### src/rtl/instr_fetch.sv
// -----------------------------------------------------------------------------
// instr_fetch
//
// Instruction fetch unit between the PC generator and the instruction memory
// bus. It takes one fetch address at a time, rejects misaligned addresses
// without touching the bus, and issues a single read over a request/grant/
// response bus. The returned word is held for decode under a valid/ack
// handshake. Redirect flushes, bus errors and bus timeouts are also handled.
//
// Optional feature (compile-time macro IFETCH_REUSE_EN):
//   Adds a one-entry reuse buffer (tag, data, valid). A fetch that hits it
//   completes in one cycle without a bus access. fence_i invalidates it.
//   Without the macro, every aligned fetch uses the bus and fence_i is unused.
//
// Parameters:
//   ADDR_W          fetch address / imem_addr width
//   DATA_W          instruction width
//   TIMEOUT_CYCLES  max cycles waiting for a response before a bus fault
//   NOP_INSTR       instruction presented on any fault
//
// Ports:
//   clk, rst_n      clock, synchronous active-low reset
//   pc_in           fetch address from the PC generator
//   pc_valid        fetch request for pc_in
//   flush           redirect; abandon the current fetch
//   fence_i         invalidate the reuse buffer
//   instr_out       fetched instruction (NOP_INSTR on fault)
//   instr_valid     instr_out and the fault flags are valid
//   instr_ack       decode consumed the instruction
//   misalign_fault  pc_in[1:0] != 0, qualified by instr_valid
//   bus_fault       bus error or timeout, qualified by instr_valid
//   fetch_busy      unit is not idle
//   imem_req        bus read request
//   imem_addr       bus read address
//   imem_gnt        request accepted
//   imem_rvalid     response valid
//   imem_rdata      response data
//   imem_err        response error, qualified by imem_rvalid
// -----------------------------------------------------------------------------
module instr_fetch #(
  parameter int unsigned       ADDR_W         = 32,
  parameter int unsigned       DATA_W         = 32,
  parameter int unsigned       TIMEOUT_CYCLES = 256,
  parameter logic [DATA_W-1:0] NOP_INSTR      = 32'h00000013
) (
  input  logic              clk,
  input  logic              rst_n,
  input  logic [ADDR_W-1:0] pc_in,
  input  logic              pc_valid,
  input  logic              flush,
  input  logic              fence_i,
  output logic [DATA_W-1:0] instr_out,
  output logic              instr_valid,
  input  logic              instr_ack,
  output logic              misalign_fault,
  output logic              bus_fault,
  output logic              fetch_busy,
  output logic              imem_req,
  output logic [ADDR_W-1:0] imem_addr,
  input  logic              imem_gnt,
  input  logic              imem_rvalid,
  input  logic [DATA_W-1:0] imem_rdata,
  input  logic              imem_err
);

  localparam int unsigned CNT_W = $clog2(TIMEOUT_CYCLES);

  // The counter is cleared on entry to WAIT and advances once per cycle, so
  // when it holds TIMEOUT_CYCLES-2 this is the last cycle before it would
  // reach TIMEOUT_CYCLES-1. Acting on that value makes the fault visible
  // exactly TIMEOUT_CYCLES-1 cycles after entering WAIT.
  localparam logic [CNT_W-1:0] CNT_LAST = CNT_W'(TIMEOUT_CYCLES - 2);

  typedef enum logic [2:0] {
    S_IDLE,
    S_REQ,
    S_WAIT,
    S_VALID,
    S_DRAIN
  } state_e;

  state_e            state_q, state_d;
  logic [ADDR_W-1:0] addr_q,  addr_d;
  logic [DATA_W-1:0] instr_q, instr_d;
  logic              mis_q,   mis_d;
  logic              bus_q,   bus_d;
  logic [CNT_W-1:0]  cnt_q,   cnt_d;

  logic              misaligned;
  logic              timeout;
  logic              reuse_hit;
  logic [DATA_W-1:0] reuse_data;

  assign misaligned = (pc_in[1:0] != 2'b00);
  assign timeout    = (cnt_q == CNT_LAST);

  // ---------------------------------------------------------------------------
  // Optional reuse buffer
  // ---------------------------------------------------------------------------
`ifdef IFETCH_REUSE_EN
  logic [ADDR_W-1:0] tag_q;
  logic [DATA_W-1:0] buf_q;
  logic              buf_valid_q;
  logic              fill;

  // Fill on every clean WAIT->VALID transition: response arrived without
  // error and no flush pre-empted it (a timeout cannot coincide with rvalid
  // because rvalid is checked first).
  assign fill       = (state_q == S_WAIT) && imem_rvalid && !imem_err && !flush;
  assign reuse_hit  = buf_valid_q && (pc_in == tag_q);
  assign reuse_data = buf_q;

  always_ff @(posedge clk) begin
    if (!rst_n) begin
      buf_valid_q <= 1'b0;
    end else if (fence_i) begin
      buf_valid_q <= 1'b0;          // fence_i wins over a same-cycle fill
    end else if (fill) begin
      buf_valid_q <= 1'b1;
    end
  end

  // NOTE: tag/data are storage guarded by buf_valid_q, so they take no reset;
  // only the valid bit needs a known value out of reset.
  always_ff @(posedge clk) begin
    if (fill) begin
      tag_q <= addr_q;
      buf_q <= imem_rdata;
    end
  end
`else
  logic unused_fence_i;

  assign unused_fence_i = fence_i;
  assign reuse_hit      = 1'b0;
  assign reuse_data     = '0;
`endif

  // ---------------------------------------------------------------------------
  // State and datapath registers
  // ---------------------------------------------------------------------------
  // NOTE: sequential state uses non-blocking assignments so every register
  // samples the pre-edge values, independent of statement order.
  always_ff @(posedge clk) begin
    if (!rst_n) begin
      state_q <= S_IDLE;
      addr_q  <= '0;
      instr_q <= '0;
      mis_q   <= 1'b0;
      bus_q   <= 1'b0;
      cnt_q   <= '0;
    end else begin
      state_q <= state_d;
      addr_q  <= addr_d;
      instr_q <= instr_d;
      mis_q   <= mis_d;
      bus_q   <= bus_d;
      cnt_q   <= cnt_d;
    end
  end

  // ---------------------------------------------------------------------------
  // Next-state and datapath update. Priority everywhere: flush > pc_valid.
  // ---------------------------------------------------------------------------
  always_comb begin
    // NOTE: every target gets a hold default first, so no path through the
    // case below can leave a variable unassigned and infer a latch.
    state_d = state_q;
    addr_d  = addr_q;
    instr_d = instr_q;
    mis_d   = mis_q;
    bus_d   = bus_q;
    cnt_d   = cnt_q;

    unique case (state_q)
      S_IDLE: begin
        if (!flush && pc_valid) begin
          if (misaligned) begin
            state_d = S_VALID;
            instr_d = NOP_INSTR;
            mis_d   = 1'b1;
            bus_d   = 1'b0;
          end else if (reuse_hit) begin
            state_d = S_VALID;
            instr_d = reuse_data;
            mis_d   = 1'b0;
            bus_d   = 1'b0;
          end else begin
            state_d = S_REQ;
            addr_d  = pc_in;
          end
        end
      end

      S_REQ: begin
        // A grant in the flush cycle still leaves a read in flight, which
        // must be drained before the bus can be reused.
        if (imem_gnt) begin
          cnt_d = '0;
        end
        if (flush) begin
          state_d = imem_gnt ? S_DRAIN : S_IDLE;
        end else if (imem_gnt) begin
          state_d = S_WAIT;
        end
      end

      S_WAIT: begin
        cnt_d = cnt_q + CNT_W'(1);
        if (flush) begin
          // A response or timeout arriving with the flush ends the read now;
          // otherwise it is still outstanding and goes to DRAIN.
          state_d = (imem_rvalid || timeout) ? S_IDLE : S_DRAIN;
        end else if (imem_rvalid) begin
          state_d = S_VALID;
          instr_d = imem_err ? NOP_INSTR : imem_rdata;
          bus_d   = imem_err;
          mis_d   = 1'b0;
        end else if (timeout) begin
          state_d = S_VALID;
          instr_d = NOP_INSTR;
          bus_d   = 1'b1;
          mis_d   = 1'b0;
        end
      end

      S_VALID: begin
        if (flush) begin
          state_d = S_IDLE;
          mis_d   = 1'b0;
          bus_d   = 1'b0;
        end else if (instr_ack) begin
          if (!pc_valid) begin
            state_d = S_IDLE;
            mis_d   = 1'b0;
            bus_d   = 1'b0;
          end else if (misaligned) begin
            instr_d = NOP_INSTR;
            mis_d   = 1'b1;
            bus_d   = 1'b0;
          end else if (reuse_hit) begin
            instr_d = reuse_data;
            mis_d   = 1'b0;
            bus_d   = 1'b0;
          end else begin
            state_d = S_REQ;
            addr_d  = pc_in;
            mis_d   = 1'b0;
            bus_d   = 1'b0;
          end
        end
      end

      S_DRAIN: begin
        cnt_d = cnt_q + CNT_W'(1);
        if (imem_rvalid || timeout) begin
          state_d = S_IDLE;
        end
      end

      default: begin
        state_d = S_IDLE;
      end
    endcase
  end

  // ---------------------------------------------------------------------------
  // Outputs
  // ---------------------------------------------------------------------------
  assign instr_out      = instr_q;
  assign instr_valid    = (state_q == S_VALID);
  assign misalign_fault = instr_valid && mis_q;
  assign bus_fault      = instr_valid && bus_q;
  assign fetch_busy     = (state_q != S_IDLE);
  assign imem_req       = (state_q == S_REQ);
  assign imem_addr      = addr_q;

endmodule

### config.mk
export PLATFORM = sky130hd
export DESIGN_NAME = instr_fetch
export DESIGN_NICKNAME = d
export VERILOG_FILES = /design/src/rtl/instr_fetch.sv
export SDC_FILE = /design/constraint.sdc
export NUM_CORES = 1
export LEC_CHECK = 0
export ABC_AREA = 1
export CAP_MARGIN = 20
export CORE_UTILIZATION = 50
export CTS_BUF_LIST = sky130_fd_sc_hd__clkbuf_16
export CTS_CLUSTER_SIZE = 40
export DETAILED_ROUTE_END_ITERATION = 6
export DONT_BUFFER_PORTS = 1
export PLACE_DENSITY = 0.68
export SLEW_MARGIN = 20
export SYNTH_ARGS = -nofsm -noshare
export SYNTH_HDL_FRONTEND = slang
export SYNTH_SLANG_ARGS = --single-unit
### constraint.sdc
create_clock -name clk -period 1.35 [get_ports clk]
set_input_delay 0.2025 -clock clk [delete_from_list [all_inputs] [get_ports clk]]
set_output_delay 0.2025 -clock clk [all_outputs]
set_load 0.02 [all_outputs]
After elaboration in Yosys (flattened, before gate mapping). Index checks and enable logic that the tools add are counted.

Bits of input ports: 73. Output and inout port bits: 69. Word-level logic and storage cells: 93. Flip-flop bits (word level): 77.

Eq/ne operators: 18. Add/sub/neg operators: 1. Multiplexer cells: 51. Reduce and logical (&&, ||, !) cells: 17.

Operator list (count): $mux 32 (14); $pmux 32 s3 (1); $pmux 32 s2 (1); $mux 3 (13); $mux 1 (16); $pmux 8 s2 (1); $pmux 3 s5 (1); $ne 2x2->1 const B (6); $reduce_and 6->1 (2); $add 8x1->8 const B (1); $eq 8x8->1 const B (1); $mux 8 (1); $ne 4x4->1 const B (2); $reduce_and 7->1 (1); $eq 3x2->1 const B (2); $ne 3x2->1 const B (2); $pmux 1 s3 (2); $reduce_bool 2->1 (3); $reduce_bool 3->1 (2); $reduce_and 5->1 (1); $ne 2x1->1 const B (2); $eq 3x1->1 const B (1); $eq 3x3->1 const B (1); $logic_and 1x1->1 (3); other kinds (7) (7).

Depth between registers and ports, before layout.
Word-level depth: 6. Gate-level depth with buffers: 11. Gate-level depth less buffers: 10.

Least setup slack after synthesis. No wires, ideal clock.

Path type: register to register. Start: register state_q[0]. End: register instr_q[10], in the netlist instr_out[10]. Arrival: 1493 ps. Data required time: 1240 ps. Library setup time: 110 ps. Stages on the path, launching flop included: 12. Buffers on the path: 2. Period minus slack after synthesis: 1603 ps. Setup slack: -253 ps. Cells stage by stage: dfxtp_1 -> buf_2 -> nand2_1 -> nor2_1 -> nand2_1 -> nand2_2 -> inv_2 -> nand3_4 -> buf_6 -> nand2_1 -> inv_1 -> nor2_1.

Longest elaborated chain between the ends: 3. Elaborated cells between the ends (all ways): 12. Classes of those cells: 8 x eq/ne; 1 x mux; 3 x reduce/logical.

Ends and longest elaborated chain: from (decl) (RTL line 82) `state_e state_q, state_d;`; from (signal assigned) (RTL line 153) `state_q <= state_d;`; $eq 3x2->1 (*); named net instr_valid (RTL line 53) `output logic instr_valid,`; $ne 2x1->1 (no line), or another cell as far along; $reduce_and 7->1 (no line); to (signal assigned) (RTL line 155) `instr_q <= instr_d;`; to (decl) (RTL line 84) `logic [DATA_W-1:0] instr_q, instr_d;`.

Mark *: on every way through the listed nets, which the timed path passes. The rest lies on a longest branch. A chain may end at the register's enable or synchronous reset.

Worst setup path after layout.
Start: register state_q[1]. End: register addr_q[27], in the netlist imem_addr[27].

Longest elaborated chain between the ends: 3. Elaborated cells between the ends (all ways): 9. Classes of those cells: 5 x eq/ne; 1 x mux; 3 x reduce/logical.

Ends and longest elaborated chain: $eq 3x2->1 / $logic_not 3->1 (equally long branches) (RTL line 175) `unique case (state_q)`; $ne 2x1->1 (no line), or another cell as far along; $reduce_and 5->1 (no line); to (signal assigned) (RTL line 154) `addr_q <= addr_d;`; to (decl) (RTL line 83) `logic [ADDR_W-1:0] addr_q, addr_d;`.

Parallel ways exist; a longest one is shown, timed or not.

==> impl_metrics.csv <==
group,metric,value,unit
sta,period_needed,1.56,ns
floorplan,rows,31,
final_layout,syn_to_final_growth,39.4,%
sta,finClkSkew,0.00696,ns
sta,worst_slack,-0.208,ns
global_routing,antenna_found_initial,0,
clock_network,cts_sinks,77,
sta,rsz0062_at_grt,"yes",
yosys,ys_types,26,
clock_network,clock_latency,0.33,ns
setup_path,critPathMaxFanout,10,
sta,tightest_slew,0.391,ns
clock_network,htreeDepth,3,
floorplan,dieArea,7780,µm²
global_routing,grt-ovfl-total,0,
sta,hold_violations,13,
sta,fmax,642,MHz
yosys,synth-edff-count,0,
global_routing,grt_pass1_wl,14.4,mm
placed_design,hpwlAfterDp,6.03,mm
sta,hold_slack,-0.0174,ns
setup_path,crit_required,1.58,ns
sta,finalMaxSlewViolations,0,
drt,vias,3698,
yosys,synth_top_area_cell,"dfxtp_1",
yosys,synth_top_area_frac,0.415,
clock_network,cts_buffer_depth,2,
floorplan,die_w,88.2,µm
drt,detail-route-antenna-nets,0,
power_and_ir_drop,power_frac_seq,0.331,
yosys,ys_top_cells_by_count,"128 x nor2_1, 127 x nand2_1, 87 x inv_1",
yosys,syn-num-nets,645,
power_and_ir_drop,pwr_density_cell,2530,nW/µm²
yosys,synth_cells,570,
power_and_ir_drop,p_int,7.31,mW
setup_path,start_kind,"flip-flop",
final_layout,nets,703,
power_and_ir_drop,comb_power_share,0.495,
drt,routed_wl,10.5,mm
global_routing,gr-usage-all-layers,0.238,
floorplan,core_region_area,7210,µm²
clock_network,cts_tree,"yes",
sta,timing.slew.headroom,0.739,
drt,wire_per_inst,14.3,µm
run,maxCapViolCount,0,
drt,drc,0,
yosys,syn_avg_cell_area,6.52,µm²
floorplan,io_pins,142,
clock_network,clkTransAtPathRegs,0.06,ns
setup_path,crit_type,"flip-flop to flip-flop",
power_and_ir_drop,vdd_drop_max,1.12,mV
drt,viasPerCell,5.05,
yosys,synth.area.top_cells,"dfxtp_1 41%, nor2_1 13%, nand2_1 13%, inv_1 8.8%, nand4_1 5.7%",
outcome,outcome,"finished with violations",
setup_path,cp.arrival,1.79,ns
clock_network,root_buffer,"clkbuf_16",
drt,drt_first_pass_iters,4,
final_layout,final_area,5180,µm²
floorplan,start_util,0.515,
final_layout,layout-drive-gt1-share,0.286,
power_and_ir_drop,clkPwrFrac,0.174,
sta,setup_viol,81,
yosys,synth_warnings,0,
final_layout,diodes,0,
yosys,synth_most_common_cell,"nor2_1",
yosys,ys_ff_latch,77,
placed_design,gp_congestion,0.864,
global_routing,grt_max_degree,45,
sta,post-route-period-util,1.15,
floorplan,chipHeight,88.2,µm
power_and_ir_drop,p_leak,2.38,nW
yosys,synth_seq_area_share,0.415,
placed_design,io_buffers,0,
drt,drt_iter0_markers,163,
yosys,ys.flop_type,"dfxtp_1",
placed_design,place_ws,-0.422,ns
yosys,synthArstFlopShare,0,
global_routing,grt_pass1_vias,3315,
placed_design,placed_area,4070,µm²
power_and_ir_drop,swShare,0.442,
power_and_ir_drop,power.switching,5.78,mW
clock_network,numCtsBuffers,9,
yosys,syn_area,3710,µm²
worst_hold_path,hold_class,"primary input to flip-flop",
setup_path,endpoint_kind,"flip-flop",
outcome,violations,"negative hold slack, negative setup slack",
-- cell families (layout without fill, tap and decap cells) --
family | count (synthesis) | count (layout) | synth area share
and+or+nand+nor | 321 | 322 | 0.374
AOI/OAI and AO/OA | 47 | 47 | 0.0633
DFF | 77 | 77 | 0.415
buffers and inverters | 122 | 184 | 0.139
adders and majority gates | 2 | 2 | 0.00674
xor gates and xnor gates | 1 | 1 | 0.00236
-- layer usage --
metal | wire length (µm) | vias to the layer above | share of wire | track usage
li1 | - | 1864 | - | -
met5 | 0 | - | 0 | 0
met1 | 4350 | 1701 | 0.42 | 0.273
met3 | 797 | 11 | 0.076 | 0.0660
met4 | 155 | 0 | 0.015 | 0.0909
met2 | 5170 | 122 | 0.49 | 0.420
-- cell usage in the layout (no fill, tap or decap), types with 12 or more instances in the layout --
cell type and n:
buf_4 31, buf_6 27, clkbuf_16 13, dfxtp_1 73, inv_1 82, nand2_1 115, nand4_1 34, nor2_1 105
nor2_2 15, nor2_4 13, o21ai_1 12, o21ai_2 14
-- power groups by stage --
stage	clock network [mW]	logic, mW	registers [mW]
floorplan	0	3.66	4.19
global placement	0	4.60	4.33
detailed placement	0	4.72	4.34
CTS	2.31	5.24	4.30
global route	2.41	7.16	4.45
finish	2.28	6.47	4.33
-- final timing paths --
check        startpoint            end  slack [ns]  cells past startpoint
max          state_q[1]  imem_addr[27]       -0.21                     11
min           pc_in[30]  imem_addr[30]       -0.02                      2
max reg2reg  state_q[1]  imem_addr[27]       -0.21                     11
min reg2reg    cnt_q[6]       cnt_q[6]        0.54                      2
-- worst max-delay path: stages, from the launching register on --
cell and delay [ns]:
dfxtp_4 0.36, buf_6 0.11, buf_4 0.11, nand2_4 0.04, nor2_4 0.10, nand2_1 0.09, nand2_2 0.11, nor2_4 0.05
buf_12 0.14, clkbuf_16 0.16, o21ai_0 0.14, nor2_1 0.05
-- stage by stage --
step / hold WS [ns] / utilization / cells / setup TNS (ns) / power (mW)
2_1_floorplan: 0.337 / - / 570 / -0.458 / 7.85
3_3_place_gp: 0.315 / 0.564 / 681 / -16.18 / 8.93
3_5_place_dp: 0.318 / 0.564 / 681 / -19.38 / 9.06
4_1_cts: 0.000227 / 0.638 / 705 / -11.64 / 11.8
5_1_grt: -0.0161 / 0.718 / 732 / -19.32 / 14.0
6_report: -0.0174 / 0.718 / 732 / -12.83 / 13.1
-- flip-flops by register name (all words and copies together), names as in the netlist --
signal     flops
mis_q          1
instr_out     32
bus_q          1
cnt_q          8
state_q        3
imem_addr     32
-- timing repair --
item | in CTS | in global routing
setup endpoints to repair | 80 | 82
setup buffers | 2 | 20
hold buffers | 4 | 2
pin swaps | 13 | 29
cloned | 2 | 5
endpoints found under the hold margin | 45 | 10
resized for setup | 52 | 98
-- final cells by class --
cell class	instances	area (µm²)
flip-flops and latches	77	1550
clock inverters	7	57.6
inverters	91	357
repair buffers	77	862
well taps	99	124
clock buffers	9	225
fillers	589	2040
multi-input cells	372	2000
No activity file was read; power rests on OpenSTA's default activity.
